<file path="src/rtl/dm_port_arbiter.sv">
// Shares the single-port data memory between the CPU MEM stage and the display scanner.
// The CPU wins by default; a saturating wait counter forces a scanner slot.
module dm_port_arbiter #(
  parameter int          ADDR_W     = 9,
  parameter int          DATA_W     = 32,
  parameter int          MAX_WAIT   = 3,
  parameter logic [2:0]  TYPE_WORD  = 3'b000,
  parameter logic [2:0]  TYPE_HALF  = 3'b001,
  parameter logic [2:0]  TYPE_HALFU = 3'b011
) (
  input  logic              clk,
  input  logic              rstn,
  input  logic              cpu_req,
  input  logic              cpu_we,
  input  logic [ADDR_W-1:0] cpu_addr,
  input  logic [DATA_W-1:0] cpu_wdata,
  input  logic [2:0]        cpu_type,
  output logic              cpu_stall,
  output logic [DATA_W-1:0] cpu_rdata,
  output logic              cpu_rvalid,
  output logic              cpu_misalign,
  input  logic              disp_req,
  input  logic [ADDR_W-1:0] disp_addr,
  output logic              disp_gnt,
  output logic [DATA_W-1:0] disp_rdata,
  output logic              disp_rvalid,
  output logic              dm_wr,
  output logic [ADDR_W-1:0] dm_addr,
  output logic [DATA_W-1:0] dm_din,
  output logic [2:0]        dm_type,
  input  logic [DATA_W-1:0] dm_dout
);

  localparam logic [3:0] WAIT_MAX = 4'(MAX_WAIT);

  logic [3:0] wait_cnt;
  logic       forced;
  logic       cpu_gnt;
  logic       mis;

  // Byte types (anything that is neither word nor halfword) can never be misaligned.
  always_comb begin
    mis = 1'b0;
    if (cpu_type == TYPE_WORD) begin
      mis = (cpu_addr[1:0] != 2'b00);
    end else if ((cpu_type == TYPE_HALF) || (cpu_type == TYPE_HALFU)) begin
      mis = cpu_addr[0];
    end
  end

  assign forced    = (wait_cnt == WAIT_MAX);
  assign disp_gnt  = disp_req & (~cpu_req | forced);
  assign cpu_gnt   = cpu_req & ~disp_gnt;
  assign cpu_stall = cpu_req & ~cpu_gnt;

  // Write enable is gated by rstn so a store in flight during reset never commits.
  always_comb begin
    dm_wr   = 1'b0;
    dm_addr = '0;
    dm_din  = '0;
    dm_type = TYPE_WORD;
    if (cpu_gnt) begin
      dm_addr = cpu_addr;
      dm_din  = cpu_wdata;
      dm_type = cpu_type;
      dm_wr   = cpu_we & ~mis & rstn;
    end else if (disp_gnt) begin
      dm_addr = disp_addr;
    end
  end

  always_ff @(posedge clk or negedge rstn) begin
    if (!rstn) begin
      wait_cnt <= '0;
    end else if (disp_req && !disp_gnt) begin
      wait_cnt <= forced ? WAIT_MAX : wait_cnt + 4'd1;
    end else begin
      wait_cnt <= '0;
    end
  end

  always_ff @(posedge clk or negedge rstn) begin
    if (!rstn) begin
      cpu_rdata  <= '0;
      cpu_rvalid <= 1'b0;
    end else begin
      cpu_rvalid <= cpu_gnt & ~cpu_we;
      if (cpu_gnt && !cpu_we) begin
        cpu_rdata <= dm_dout;
      end
    end
  end

  always_ff @(posedge clk or negedge rstn) begin
    if (!rstn) begin
      disp_rdata  <= '0;
      disp_rvalid <= 1'b0;
    end else begin
      disp_rvalid <= disp_gnt;
      if (disp_gnt) begin
        disp_rdata <= dm_dout;
      end
    end
  end

  always_ff @(posedge clk or negedge rstn) begin
    if (!rstn) begin
      cpu_misalign <= 1'b0;
    end else if (cpu_gnt && mis) begin
      cpu_misalign <= 1'b1;
    end
  end

endmodule

</file>
<file path="config.mk">
export PLATFORM = sky130hd
export DESIGN_NAME = dm_port_arbiter
export DESIGN_NICKNAME = d
export VERILOG_FILES = /design/src/rtl/dm_port_arbiter.sv
export SDC_FILE = /design/constraint.sdc
export NUM_CORES = 1
export LEC_CHECK = 0
export BUFFER_PORTS_ARGS = -buffer_cell sky130_fd_sc_hd__buf_2
export CORE_ASPECT_RATIO = 0.6
export CORE_MARGIN = 3
export CORE_UTILIZATION = 47
export CTS_BUF_LIST = sky130_fd_sc_hd__clkbuf_4 sky130_fd_sc_hd__clkbuf_8
export DETAILED_ROUTE_END_ITERATION = 12
export GPL_TIMING_DRIVEN = 0
export PLACE_DENSITY = 0.88
export SLEW_MARGIN = 20
export SYNTH_ARGS = -nofsm -noshare
export SYNTH_HDL_FRONTEND = slang
export SYNTH_SLANG_ARGS = --single-unit
</file>
<file path="constraint.sdc">
create_clock -name clk -period 2.6 [get_ports clk]
set_input_delay 0 -clock clk [delete_from_list [all_inputs] [get_ports clk]]
set_output_delay 0 -clock clk [all_outputs]
set_load 0.01 [all_outputs]
</file>
==> summary.md, run 1 <==
| Metric | Value |
|---|---|
| RePlAce Congestion | 0.877 |
| Cell Area, Placed | 4260 um2 |
| Tot GR Track Use | 25.1% |
| WS Path Type | register to primary output |
| Num Clock Sinks | 71 |
| Clk root buf | clkbuf_8 |
| Peak VDD IR | 0.000432 V |
| Largest net degree at the start of global routing | 41 |
| IO buf count | 203 |
| Die width | 111 um |
| # setup viols final | 0 |
| Vias/cell | 4.93 |
| Vias | 2832 |
| Fin crit period | 2.22 ns |
| Total gr overflow | 0 |
| Syn Area/Cell | 13.1 um2 |
| Synth Warn # | 0 |
| Hold buffers post-CTS | 33 |
| Total power | 2.92 mW |
| Slew Viols, Final | 0 |
| # nets final | 577 |
| Placed insts | 526 |
| Post-DP HPWL | 7.09 mm |
| Final period util | 85.6% |
| Critical path arrival | 2.22 ns |
| First-pass GRT wire length | 15.6 mm |
| Unrepaired setup endpoints after global routing | no |
| Final std cells w/o fill | 575 |
| Skew-Pair Late Insertion Delay | 0.32 ns |
| Synthesis-to-finish area growth | 53.9% |
| Fmax | 449 MHz |
| Die height | 69.1 um |
| Drt pass-1 iters | 4 |
| N_diodes | 0 |
| Leakage | 2.57 nW |
| Fill count | 447 |
| Number of global-route vias before repair | 3016 |
| Worst Skew | 0.0116 ns |
| Max-cap violations | 0 |
| Core ar. | 6280 um2 |
| Post-Syn Instances | 238 |
| Status | finished, final reports clean |
| Startpoint types | register |
| Register area share after synthesis | 56.9% |
| Post-route ant nets | 0 |
| Clk buf depth | 2 |
| Critical path's slowest cell | a21boi_2 |
| Initial antenna violation count | 0 |
| Final WL | 9.55 mm |
| DRC Markers | 0 |
| Post-CTS sizing | 0 |
| Layout cells sized above 1 | 59.3% |
| Initial Util | 49.7% |
| Critical path cell sequence | ha_1 > nand4bb_2 > a21boi_2 > clkbuf_1 > o21ai_0 > buf_2 |
| Setup TNS | 0 ns |
| Initial DRC count | 125 |
| Synth cell types | 23 |
| CTS tree | yes |
| I/O pins | 204 |
| Reg clk slew, reported paths | 0.07 ns |
| Final hold violation count | 0 |
| Crit path max fanout | 10 |
| Power Density | 608 nW/um2 |
| CTS buffer count | 9 |
| Max-slew headroom | 49.0% |
| Die area | 7690 um2 |
| Row cnt | 22 |
| Net Count, Synth | 329 |
| Post-synthesis cell area | 3120 um2 |
| HP Class | input pin to register |
| # Post-CTS Setup Buffers | 0 |
| Slew @ Worst Pin | 0.756 ns |
| Htree depth | 3 |
| Max incr delay on CP | 0.41 ns |
| Required @ worst endpoint | 2.60 ns |
| Crit end category | primary output |
| Drt wl/cell | 16.6 um |
| Design area | 4800 um2 |
| Synth Register Bits | 71 |
-- kinds of logic after synthesis --
logic type,Yosys count,synth area share (%)
adder cells (fa/ha/maj),1,0.401
flip-flops,71,56.9
multiplexers,64,23.1
buffers and inverters,32,5.33
AO/OA/AOI/OAI,13,2.61
XOR/XNOR,2,0.561
AND/OR/NAND/NOR,55,11.1
-- final cells by class --
cell class	instances	area [um2]	share of cell area, %
plain buffers	17	110	2.29
clock buffers	11	151	3.15
clock inverters	5	56.3	1.17
inverters	15	56.3	1.17
multi-input cells	135	1180	24.5
flip-flops and latches	71	1780	37.0
well taps	84	105	2.19
repair buffers	237	1370	28.5
-- where the power goes --
part	internal (mW)	total (mW)	leakage, nW	switching (mW)
Sequential	1.26	1.34	0.840	0.0804
Combinational	0.368	0.703	1.63	0.335
Clock	0.494	0.880	0.105	0.386
Total	2.12	2.92	2.57	0.801
-- sequential cells by signal, summed over array words and instances, names as in the netlist --
register	count
disp_rvalid	1
disp_rdata	32
cpu_rdata	32
cpu_rvalid	1
wait_cnt	4
cpu_misalign	1
-- cell usage after synthesis (all sizes together) --
cell / n / area [um2]
dfrtp: 71 / 1780
mux2: 64 / 721
and3: 35 / 219
inv: 15 / 56.3
clkbuf: 10 / 37.5
nand3: 10 / 50.1
o21ai: 9 / 45.0
buf: 7 / 72.6
nor2: 5 / 18.8
a21boi: 1 / 11.3
a21o: 1 / 7.51
a221oi: 1 / 8.76
and2: 1 / 6.26
and4b: 1 / 10.0
ha: 1 / 12.5
nand2b: 1 / 6.26
nand4bb: 1 / 16.3
nor3b: 1 / 18.8
o311ai: 1 / 8.76
xnor2: 1 / 8.76
xor2: 1 / 8.76
-- stage by stage --
stage	util, %	setup slack (ns)	hold WS (ns)
after floorplan	-	0.927	-0.296
after global placement	67.6	0.742	0.235
after detailed placement	67.9	0.697	-0.0340
after CTS	76.5	0.354	0.0162
after global routing	76.5	0.210	0.0236
final	76.5	0.375	0.0301
-- cell usage in the layout, fill, tap and decap left out, drive strengths merged --
cell type,instances
clkbuf,21
mux2,64
dfrtp,71
nand3,10
clkinvlp,1
xnor2,1
ha,1
a21boi,1
o21ai,9
dlygate4sd3,33
o311ai,1
a21o,1
buf,211
inv,15
bufinv,1
a221oi,1
nor2,5
nand4bb,1
xor2,1
and4b,1
clkinv,3
nor3b,1
and3,35
nand2b,1
and2,1
-- path summary, 6_finish.rpt --
kind | from | endpoint | slack (ns) | cells after the start
setup / recovery | wait_cnt[0] | dm_addr[0] | 0.38 | 6
hold / removal | cpu_type[2] | cpu_misalign | 0.03 | 3
setup reg to reg | wait_cnt[0] | disp_rdata[6] | 0.72 | 5
hold reg to reg | cpu_misalign | cpu_misalign | 0.46 | 1
max in group asynchronous | rstn | disp_rdata[26] | 1.90 | 3
min in group asynchronous | rstn | cpu_rdata[10] | 0.15 | 2
-- worst max-delay path: cells and delay by family, from the launching register on --
| family | cells | cell delay [ns] |
|---|---|---|
| fa+ha+maj | 1 | 0.25 |
| buf+inv | 2 | 0.55 |
| compound gates | 2 | 0.60 |
| flops | 1 | 0.40 |
| simple gates | 1 | 0.11 |
-- layer usage --
metal	vias up	global-route usage [%]	part of all wire (%)
met4	0	4.86	1.1
met5	-	0	0
met3	12	7.19	6.3
met2	108	43.6	50
li1	1341	-	-
met1	1371	31.6	42
Note: power is estimated with default switching activity, not from simulation.
==> run 2, diff against run 1 <==
CORE_UTILIZATION = 30   (was 47)
PLACE_DENSITY = default   (was 0.88)
==> run 2 against run 1 <==
Effect of this change:
- sequential power hardly changed
- count of clock-buffer cells in the layout shrank 2
- core utilization decreased by 28 points
- register-to-register slack about the same
- setup slack better by 0.064 ns
- hold slack got worse by 0.0050 ns
- final area up 1.7%
- combinational power is 0.7% lower
- first-iteration DRC count shrank 34%
- non-clock buffer count increased by 1
- wire length is 5.0% lower
- largest power group unchanged
==> summary.md, run 2 (synthesis results as in run 1) <==
| Metric | Value |
|---|---|
| Status | finished, final reports clean |
| Most common cell after layout, fill and taps aside | buf_2 |
| CTS tree | yes |
| DRC Markers | 0 |
| Post-DP HPWL | 6.98 mm |
| HP Class | input pin to register |
| Crit end category | primary output |
| Clk root buf | clkbuf_8 |
| First-pass GRT wire length | 13.9 mm |
| Final hold violation count | 0 |
| Final std cells w/o fill | 626 |
| Synthesis-to-finish area growth | 56.6% |
| Biggest regs | cpu_rdata: 32 flops, disp_rdata: 32 flops, wait_cnt: 4 flops |
| Vias/cell | 4.40 |
| Initial antenna violation count | 0 |
| Vias | 2753 |
| Fmax | 463 MHz |
| Initial DRC count | 83 |
| Critical path arrival | 2.16 ns |
| CTS buffer count | 9 |
| WS Path Type | register to primary output |
| Peak VDD IR | 0.000335 V |
| Htree depth | 3 |
| # setup viols final | 0 |
| Leakage | 2.58 nW |
| Unrepaired setup endpoints after global routing | no |
| N_diodes | 0 |
| Core ar. | 9980 um2 |
| Startpoint types | register |
| Crit path max fanout | 10 |
| Post-CTS sizing | 0 |
| Reg clk slew, reported paths | 0.07 ns |
| Final period util | 83.1% |
| Reg-to-reg endpoint | cpu_rdata[11] |
| Slew Viols, Final | 0 |
| Hold depth | 3 |
| Hold Startpoint | cpu_type[1] |
| Drt pass-1 iters | 4 |
| Slew @ Worst Pin | 0.781 ns |
| Leading cell types in the layout, fill and taps excluded | 203 x buf_2, 71 x dfrtp_1, 61 x mux2_2, 35 x and3_1, 34 x dlygate4sd3_1 |
| Num Clock Sinks | 71 |
| Worst Skew | 0.0121 ns |
| Clk buf depth | 2 |
| Power Density | 606 nW/um2 |
| Fin crit period | 2.16 ns |
| Die width | 138 um |
| IO buf count | 203 |
| Layout cells sized above 1 | 59.1% |
| Reg-to-Reg Start | wait_cnt[0] |
| R2R setup slack | 0.71 ns |
| Final WL | 9.07 mm |
| Required @ worst endpoint | 2.60 ns |
| Die height | 85 um |
| RePlAce Congestion | 0.782 |
| Total power | 2.96 mW |
| Number of global-route vias before repair | 2834 |
| Row cnt | 28 |
| Drt wl/cell | 14.5 um |
| Placed insts | 577 |
| # Post-CTS Setup Buffers | 0 |
| Max-cap violations | 0 |
| Skew-Pair Late Insertion Delay | 0.35 ns |
| Total gr overflow | 0 |
| Max-slew headroom | 47.3% |
| I/O pins | 204 |
| Hold EP | cpu_misalign |
| Setup TNS | 0 ns |
| Largest net degree at the start of global routing | 59 |
| R2R depth | 5 |
| Tot GR Track Use | 15.2% |
| Die area | 11700 um2 |
| Hold buffers post-CTS | 34 |
| Initial Util | 31.3% |
| Post-route ant nets | 0 |
| # nets final | 578 |
==> run 2: cell types whose count changed in the layout (fill, tap and decap cells not counted), sizes merged <==
cell         delta
clkbuf          -2
dlygate4sd3     +1
bufinv          +1
==> run 2: worst max path at each step <==
stage,start,end
finish,wait_cnt[0],dm_din[27]
global route,wait_cnt[0],dm_addr[5]
CTS,wait_cnt[0],dm_addr[7]
detailed placement,wait_cnt[0],disp_rdata[3]
global placement,wait_cnt[0],disp_rdata[1]
floorplan,wait_cnt[0],cpu_rdata[10]
==> run 2: cell type report <==
cell class | instances | area [um2]
Clock buffer | 9 | 124
Inverter | 15 | 56.3
Timing Repair Buffer | 238 | 1390
Clock inverter | 6 | 86.3
Multi-Input combinational cell | 135 | 1180
Tap cell | 135 | 169
Fill cell | 921 | 5100
Sequential cell | 71 | 1780
Buffer | 17 | 110
==> run 2: stage by stage <==
| step | util [%] | hold WS [ns] | area (um2) | setup slack [ns] |
|---|---|---|---|---|
| 3_3_place_gp | 43.1 | 0.241 | 4310 | 0.696 |
| 6_report | 48.9 | 0.0252 | 4890 | 0.440 |
| 2_1_floorplan | - | -0.296 | 3120 | 0.927 |
| 4_1_cts | 48.9 | 0.00421 | 4890 | 0.407 |
| 3_5_place_dp | 43.4 | -0.128 | 4340 | 0.678 |
| 5_1_grt | 48.9 | 0.0144 | 4890 | 0.250 |
==> run 2: critical path: stages, from the launching register on <==
cell       delay [ns]
dfrtp_1          0.40
ha_1             0.25
nand4bb_2        0.12
clkbuf_1         0.32
clkbuf_1         0.38
and3_1           0.22
buf_2            0.14
==> run 2: power by group <==
| part | internal (mW) | switching [mW] |
|---|---|---|
| Clock | 0.533 | 0.401 |
| Sequential | 1.26 | 0.0731 |
| Combinational | 0.370 | 0.328 |
==> run 2: metal layers <==
metal	vias to the layer above	global-route usage (%)	part of all wire [%]
met1	1335	19.6	44
met4	0	4.26	1.2
met3	12	5.33	7.1
met2	80	24.5	48
met5	-	0	0
li1	1326	-	-
